<file path="config.mk">
export PLATFORM = sky130hd
export DESIGN_NAME = uart_tx_arbiter
export DESIGN_NICKNAME = d
export VERILOG_FILES = /design/src/rtl/uart_tx_arbiter_pkg.sv /design/src/rtl/uart_tx_arbiter_rr_arbiter.sv /design/src/rtl/uart_tx_arbiter.sv
export SDC_FILE = /design/constraint.sdc
export NUM_CORES = 1
export LEC_CHECK = 0
export ABC_AREA = 1
export CORE_ASPECT_RATIO = 1.75
export CORE_MARGIN = 2
export CORE_UTILIZATION = 45
export CTS_BUF_LIST = sky130_fd_sc_hd__clkbuf_2
export DETAILED_ROUTE_END_ITERATION = 10
export DONT_BUFFER_PORTS = 1
export PLACE_DENSITY = 0.66
export SETUP_SLACK_MARGIN = 0.02
export SYNTH_ARGS = -nofsm -noshare
export SYNTH_HDL_FRONTEND = slang
export SYNTH_SLANG_ARGS = --single-unit
</file>
<file path="constraint.sdc">
create_clock -name clk -period 4.1 [get_ports clk]
set_clock_uncertainty 0.1 [all_clocks]
set_input_delay 1.025 -clock clk [delete_from_list [all_inputs] [get_ports clk]]
set_output_delay 1.025 -clock clk [all_outputs]
set_load 0.1 [all_outputs]
</file>
<file path="src/rtl/uart_tx_arbiter_pkg.sv">
// Shared definitions for the UART transmit arbiter slice.
//   - arb_state_t : 2-bit FSM encoding (IDLE / ISSUE / STROBE / WAIT)
//   - UART_ARB_MAX_REQ : upper bound on the number of requesters
//   - ptr_width() : width of a requester index, never below 1 bit so that
//                   the single-requester build still has a legal pointer
package uart_tx_arbiter_pkg;

  localparam int UART_ARB_MAX_REQ = 8;

  typedef enum logic [1:0] {
    UART_ARB_IDLE   = 2'd0,
    UART_ARB_ISSUE  = 2'd1,
    UART_ARB_STROBE = 2'd2,
    UART_ARB_WAIT   = 2'd3
  } arb_state_t;

  function automatic int ptr_width(input int n);
    return (n > 1) ? $clog2(n) : 1;
  endfunction

endpackage

</file>
<file path="src/rtl/uart_tx_arbiter_rr_arbiter.sv">
// Combinational round-robin priority picker, reusable by any shared resource.
// Ports:
//   req [NUM_REQ] : request vector
//   ptr [PTR_W]   : index of the last winner; the scan starts at ptr+1
//   gnt [NUM_REQ] : one-hot winner, all-zero when no request is set
module rr_arbiter
  import uart_tx_arbiter_pkg::*;
#(
  parameter int NUM_REQ = 2,
  localparam int PTR_W = ptr_width(NUM_REQ)
) (
  input  logic [NUM_REQ-1:0] req,
  input  logic [PTR_W-1:0]   ptr,
  output logic [NUM_REQ-1:0] gnt
);

  logic [PTR_W-1:0] idx;
  logic             found;

  // Walk the requesters starting just after the previous winner and wrapping;
  // the last position visited is the previous winner itself.
  always_comb begin
    gnt   = '0;
    found = 1'b0;
    idx   = '0;
    for (int i = 1; i <= NUM_REQ; i++) begin
      idx = PTR_W'((int'(ptr) + i) % NUM_REQ);
      if (!found && req[idx]) begin
        gnt[idx] = 1'b1;
        found    = 1'b1;
      end
    end
  end

endmodule

</file>
<file path="src/rtl/uart_tx_arbiter.sv">
// Packet-locked round-robin scheduler sharing one UART transmitter between
// NUM_REQ byte-stream requesters.
// Ports:
//   clk, rst_n            : clock, asynchronous active-low reset
//   req_valid/data/last   : per-requester byte stream (data at [8i+7:8i])
//   req_ready             : one-hot accept strobe, only while consuming
//   tx_enable, tx_busy    : UART control-register enable, core shifting
//   data_tx, data_tx_wr   : byte and one-cycle write strobe to the core
//   data_tx_ack           : core has taken the byte
//   grant, active         : current owner (one-hot) and grant-held flag
module uart_tx_arbiter
  import uart_tx_arbiter_pkg::*;
#(
  parameter int NUM_REQ   = 2,
  parameter int MAX_BURST = 16
) (
  input  logic                   clk,
  input  logic                   rst_n,
  input  logic [NUM_REQ-1:0]     req_valid,
  input  logic [8*NUM_REQ-1:0]   req_data,
  input  logic [NUM_REQ-1:0]     req_last,
  output logic [NUM_REQ-1:0]     req_ready,
  input  logic                   tx_enable,
  input  logic                   tx_busy,
  output logic [7:0]             data_tx,
  output logic                   data_tx_wr,
  input  logic                   data_tx_ack,
  output logic [NUM_REQ-1:0]     grant,
  output logic                   active
);

  localparam int               PTR_W       = ptr_width(NUM_REQ);
  localparam logic [PTR_W-1:0] PTR_RESET   = PTR_W'(NUM_REQ - 1);
  localparam logic [7:0]       BURST_LIMIT = 8'(MAX_BURST);

  arb_state_t         state, state_next;
  logic [PTR_W-1:0]   rr_ptr;
  logic [PTR_W-1:0]   grant_idx;
  logic [7:0]         count;
  logic [7:0]         count_inc;
  logic               last_q;
  logic [NUM_REQ-1:0] win;
  logic               sel_valid;
  logic               sel_last;
  logic [7:0]         sel_data;
  logic               start;
  logic               consume;
  logic               release_grant;

  rr_arbiter #(.NUM_REQ(NUM_REQ)) u_rr (
    .req (req_valid),
    .ptr (rr_ptr),
    .gnt (win)
  );

  // Select the owner's stream; grant is one-hot so at most one term hits.
  always_comb begin
    sel_valid = 1'b0;
    sel_last  = 1'b0;
    sel_data  = '0;
    grant_idx = '0;
    for (int i = 0; i < NUM_REQ; i++) begin
      if (grant[i]) begin
        sel_valid = req_valid[i];
        sel_last  = req_last[i];
        sel_data  = req_data[8*i +: 8];
        grant_idx = PTR_W'(i);
      end
    end
  end

  assign start     = (state == UART_ARB_IDLE) && tx_enable && (|req_valid);
  assign consume   = (state == UART_ARB_ISSUE) && sel_valid && tx_enable && !tx_busy;
  // The grant is dropped exactly when the count reaches the limit, so the
  // counter can never wrap.
  assign count_inc = count + 8'd1;
  assign release_grant = (state == UART_ARB_WAIT) && data_tx_ack &&
                         (last_q || (count_inc == BURST_LIMIT));

  // FSM state register
  always_ff @(posedge clk or negedge rst_n) begin
    if (!rst_n) state <= UART_ARB_IDLE;
    else        state <= state_next;
  end

  // FSM next-state logic
  always_comb begin
    state_next = state;
    case (state)
      UART_ARB_IDLE:   if (start)   state_next = UART_ARB_ISSUE;
      UART_ARB_ISSUE:  if (consume) state_next = UART_ARB_STROBE;
      UART_ARB_STROBE:              state_next = UART_ARB_WAIT;
      UART_ARB_WAIT: begin
        if (data_tx_ack) state_next = release_grant ? UART_ARB_IDLE : UART_ARB_ISSUE;
      end
      default:                      state_next = UART_ARB_IDLE;
    endcase
  end

  // FSM outputs
  always_comb begin
    req_ready  = consume ? grant : '0;
    data_tx_wr = (state == UART_ARB_STROBE);
  end

  // Grant, byte latch and burst bookkeeping
  always_ff @(posedge clk or negedge rst_n) begin
    if (!rst_n) begin
      grant   <= '0;
      active  <= 1'b0;
      rr_ptr  <= PTR_RESET;
      count   <= '0;
      data_tx <= '0;
      last_q  <= 1'b0;
    end else begin
      case (state)
        UART_ARB_IDLE: begin
          if (start) begin
            grant  <= win;
            active <= 1'b1;
            count  <= '0;
          end
        end
        UART_ARB_ISSUE: begin
          if (consume) begin
            data_tx <= sel_data;
            last_q  <= sel_last;
          end
        end
        UART_ARB_WAIT: begin
          if (data_tx_ack) count <= count_inc;
          if (release_grant) begin
            rr_ptr <= grant_idx;
            grant  <= '0;
            active <= 1'b0;
          end
        end
        default: ;
      endcase
    end
  end

endmodule
</file>
; ---- After elaboration in Yosys (flattened, before gate mapping)
; Cells that the tools add are included.
[totals]
wordCells = 77
regBits = 23
inputBits = 25
out_inout_bits = 14
[op_classes]
n_reduce_logical = 21
n_eq_ne = 8
bitwise = 1
muxes = 33
addsub = 3
magnitude_cmp = 4
[op_table]
columns = op, n
row1 = 2-to-1 mux 8 bit, 4
row2 = 2-to-1 mux 2 bit, 8
row3 = one-hot mux 8 bit (2 select lines), 1
row4 = 2-to-1 mux 1 bit, 15
row5 = logical AND 1 bit, 10
row6 = AND reduction 3 bit, 3
row7 = "adder 8 x 1 -> 8 bit, second input constant", 1
row8 = "equality test 8 x 5 -> 1 bit, second input constant", 1
row9 = "inequality test 2 bit, second input constant", 4
row10 = one-hot mux 2 bit (4 select lines), 1
row11 = "equality test 2 bit, second input constant", 2
row12 = "less-than comparator 1 x 2 -> 1 bit, second input constant", 2
row13 = one-hot mux 2 bit (2 select lines), 1
row14 = AND reduction 2 bit, 2
row15 = "adder 1 bit, second input constant", 2
row16 = demux 1 bit (select 1 bit), 2
row17 = "equality test 2 x 1 -> 1 bit, second input constant", 1
row18 = "greater-or-equal comparator 1 bit, second input constant", 2
row19 = logical NOT 1 bit, 2
row20 = logical NOT 2 bit, 1
row21 = OR 2 bit, 1
row22 = one-hot mux 1 bit (2 select lines), 1
row23 = nonzero test 2 bit, 1
row24 = OR reduction 2 bit, 1
row25 = logical OR 1 bit, 1

; ---- Depth between registers and ports, before layout
[logic_depth]
word_depth = 10
depth_mapped = 13
mapped_depth_nobuf = 13

; ---- Modules after synthesis
; A second synthesis with hierarchy kept.
[hier_totals]
cells_unflattened = 170
hier_area_um2 = 1313.8
[modules_own_cells]
columns = module, n_inst, cells_each, seq_area_each_um2, area_per_inst_um2
row1 = uart_tx_arbiter, 1, 165, 576.8, 1293.7
row2 = rr_arbiter, 1, 5, 0.0, 20.0

; ---- Least setup slack after synthesis
; No wires, ideal clock.
[synth_path]
kind = reg2out
start = register grant[0]
end = output port req_ready[0]
arrival_ns = 2.762
required_ns = 2.975
stages_incl_launch_ff = 6
n_path_buf = 1
path_slack_ns = 0.213
cell_sequence = dfrtp_1 -> nand2_1 -> o22ai_2 -> nand2_1 -> clkbuf_1 -> nor2_1
[synth_via]
elab_chain_len = 6
[synth_lines]
columns = item, line
row1 = from (decl), uart_tx_arbiter.sv:28  ; output logic [NUM_REQ-1:0] grant,
row2 = from (signal assigned), uart_tx_arbiter.sv:119  ; grant <= win;
row3 = 2-to-1 mux 1 bit (2 in series), uart_tx_arbiter.sv:63  ; if (grant[i]) begin
row4 = logical AND 1 bit (3 in series), uart_tx_arbiter.sv:73  ; assign consume = (state == UART_ARB_ISSUE) && sel_valid && tx_enable && !tx_busy;
row5 = 2-to-1 mux 2 bit (*), uart_tx_arbiter.sv:102  ; req_ready = consume ? grant : '0;
row6 = to (decl), uart_tx_arbiter.sv:22  ; output logic [NUM_REQ-1:0] req_ready,
; Every way passes the cells marked *; elsewhere a longest branch is shown, timed or not.

; ---- Worst setup path after layout
[layout_path]
start = register grant[1]
end = output port req_ready[0]
[layout_via]
elab_chain_len = 5
[layout_lines]
columns = item, line
row1 = 2-to-1 mux 1 bit, uart_tx_arbiter.sv:63
row2 = logical AND 1 bit (3 in series), uart_tx_arbiter.sv:73
row3 = 2-to-1 mux 2 bit, uart_tx_arbiter.sv:102
; Every way passes these cells.

==> results.yml <==
die:
  initial_utilization_pct: 47.6
  io_pins: 39
  coreArea_um2: 2750
  die_w_um: 44.8
  die_area_um2: 3380
  die_h_um: 75.4
  num_rows: 25
clock_network:
  clock-root-buffer: "clkbuf_2"
  cts_tree: "built"
  clock_path_buffers: 2
  clk_pin_slew_worst_paths_ns: 0.24
  cts-buffers-inserted: 3
  cts_hold_buf: 0
  ctsResizeCount: 0
  h-tree-depth: 1
  clk_latency_ns: 0.34
  cts_setup_buffers: 0
  cts_sinks: 23
worst_setup_path:
  path_cells: "buf_4 -> inv_2 -> o22ai_2 -> nand2_1 -> nor2_2 -> buf_4"
  crit_fanout: 13
  critical_path_class: "reg -> out"
  crit_slowest_cell: "dfrtp_1"
  end_kind: "output port"
  critical_path_required_ns: 2.97
  slowest_delay_ns: 0.36
  start_kind: "flop"
  cp.buffers_inverters: 3
  crit_path_frequent_cell: "buf_4"
  cp.arrival_ns: 1.90
  cpLargestDelayFamily: "buffers and inverters"
drt:
  ant_nets: 0
  via_per_inst: 5.63
  drc: 0
  drt-total-wl_um: 2760
  wl_per_cell_um: 14.2
  routed-via-count: 1092
  drt_pass1_iterations: 5
  drtIter0Drc: 29
placement:
  finalWeightedCongestion: 0.856
  io_buffer_count: 0
  place_hpwl_um: 2210
  dp.cells: 190
  place_ws_ns: 1.17
  dpl_cell_area_um2: 1350
timing:
  maxSlewHeadroom_pct: 36.1
  hold_viol_final: 0
  rsz0062_at_grt: "false"
  setup_slack_ns: 1.07
  setup_tns_ns: 0
  setup_viol: 0
  worst_hold_slack_ns: 0.225
  drv_slew: 0
  fin_crit_sh_pct: 73.8
  fin_crit_ns: 3.03
  max_freq_mhz: 331
  worst_pin_slew_ns: 0.961
power:
  power.leakage_nw: 0.661
  peakVddDrop_mv: 0.501
  power.density_nw_per_um2: 844
  p_total_mw: 1.16
logic_synthesis:
  synth.top_cell.area_share_pct: 42.0
  yosysUniqueCellTypes: 26
  synthCells: 162
  synth_top_area_cell: "dfrtp_1"
  ys_seq_elements: 23
  syn_area_per_cell_um2: 8.09
  ys.warnings.count: 0
  syn_nets: 193
  synth.yosys.seq_area_share_pct: 44.0
  syn-cell-area_um2: 1310
  synthTopCellsByArea: "dfrtp_1 42%, nand2_1 12%, ha_1 5.7%"
global_routing:
  grt-ovfl-total: 0
  grt_max_degree: 24
  antenna_found_initial: 0
  grt_first_pass_wirelength_um: 4490
  grt_pass1_vias: 1116
  track_usage_pct: 17.9
flow_run:
  maxCapViolations: 0
cells_and_area:
  layout.area.seq_um2: 577
  design_area_um2: 1370
  final_cells: 194
  nNetsFinal: 199
  diodes: 0
  multi_input_area_um2: 612
  utilization_pct: 49.9
  mostFrequentLayoutCell: "nand2_1"
  fill_cells: 272
  final_cell_mix: "43 x nand2_1, 22 x dfrtp_1, 19 x inv_1"
  synthToLayoutAreaGrowth_pct: 4.87
  drive_above_1_share_pct: 17.4
run_status:
  status: "completed"
worst_hold_path:
  hold_class: "in -> async"
==> registers in the layout, summed over array words and instances, names as in the netlist <==
signal   cells
last_q       1
grant        2
data_tx      8
rr_ptr       1
state        2
active       1
count        8
==> logic make-up (layout without fill, tap and decap cells) <==
| kind of cell | Yosys count | count (layout) | share of synthesized area (%) |
|---|---|---|---|
| simple gates | 68 | 68 | 23.4 |
| compound gates | 35 | 35 | 16.7 |
| buf+inv | 29 | 34 | 9.45 |
| flops | 23 | 23 | 44.0 |
| fa+ha+maj | 6 | 6 | 5.73 |
| xor+xnor | 1 | 1 | 0.669 |
==> cells in the mapped netlist <==
cell,n
o21ai_1,1
clkbuf_1,1
nand2_2,6
nor3_1,1
inv_2,5
a22oi_1,9
dfstp_2,1
dfrtp_1,22
a21oi_2,1
nor2_1,6
ha_1,6
o22ai_2,1
a32o_1,1
buf_4,2
o21ai_0,14
nand3_2,3
clkinv_1,1
nor2_2,2
buf_6,1
nand4_1,2
nand2_1,43
inv_1,19
xor2_1,1
a21oi_1,4
nand3_1,5
o22ai_1,4
==> where the power goes <==
part / internal [mW] / total (mW) / leakage, nW / switching (mW)
combinational: 0.128 / 0.446 / 0.341 / 0.317
clock: 0.0221 / 0.0906 / 0.0164 / 0.0685
sequential: 0.295 / 0.624 / 0.304 / 0.329
total: 0.445 / 1.16 / 0.661 / 0.715
==> layer usage <==
layer / vias up / GRT usage, % / wire [um]
li1: 537 / - / -
met1: 517 / 18.5 / 1050
met2: 34 / 34.1 / 1530
met3: 4 / 2.37 / 147
met4: 0 / 8.50 / 41
met5: - / 0 / 0
==> final timing paths <==
path	start	endpoint	slack [ns]	cells past startpoint
setup / recovery	grant[1]	req_ready[0]	1.07	6
hold / removal	rst_n	count[6]	0.22	0
setup reg to reg	grant[1]	state[0]	2.15	11
hold reg to reg	rr_ptr	rr_ptr	0.39	2
max in group asynchronous	rst_n	rr_ptr	3.45	0
min in group clk	rr_ptr	rr_ptr	0.39	2
==> area by class of cell <==
type,instances,share of cell area (%)
timing repair buffer,5,2.73
clock buffer,3,1.09
clock inverter,1,0.364
inverter,25,6.83
tap,27,2.46
sequential,23,42.0
multi-input combinational,110,44.5
Note: power is estimated with default switching activity, not from simulation.
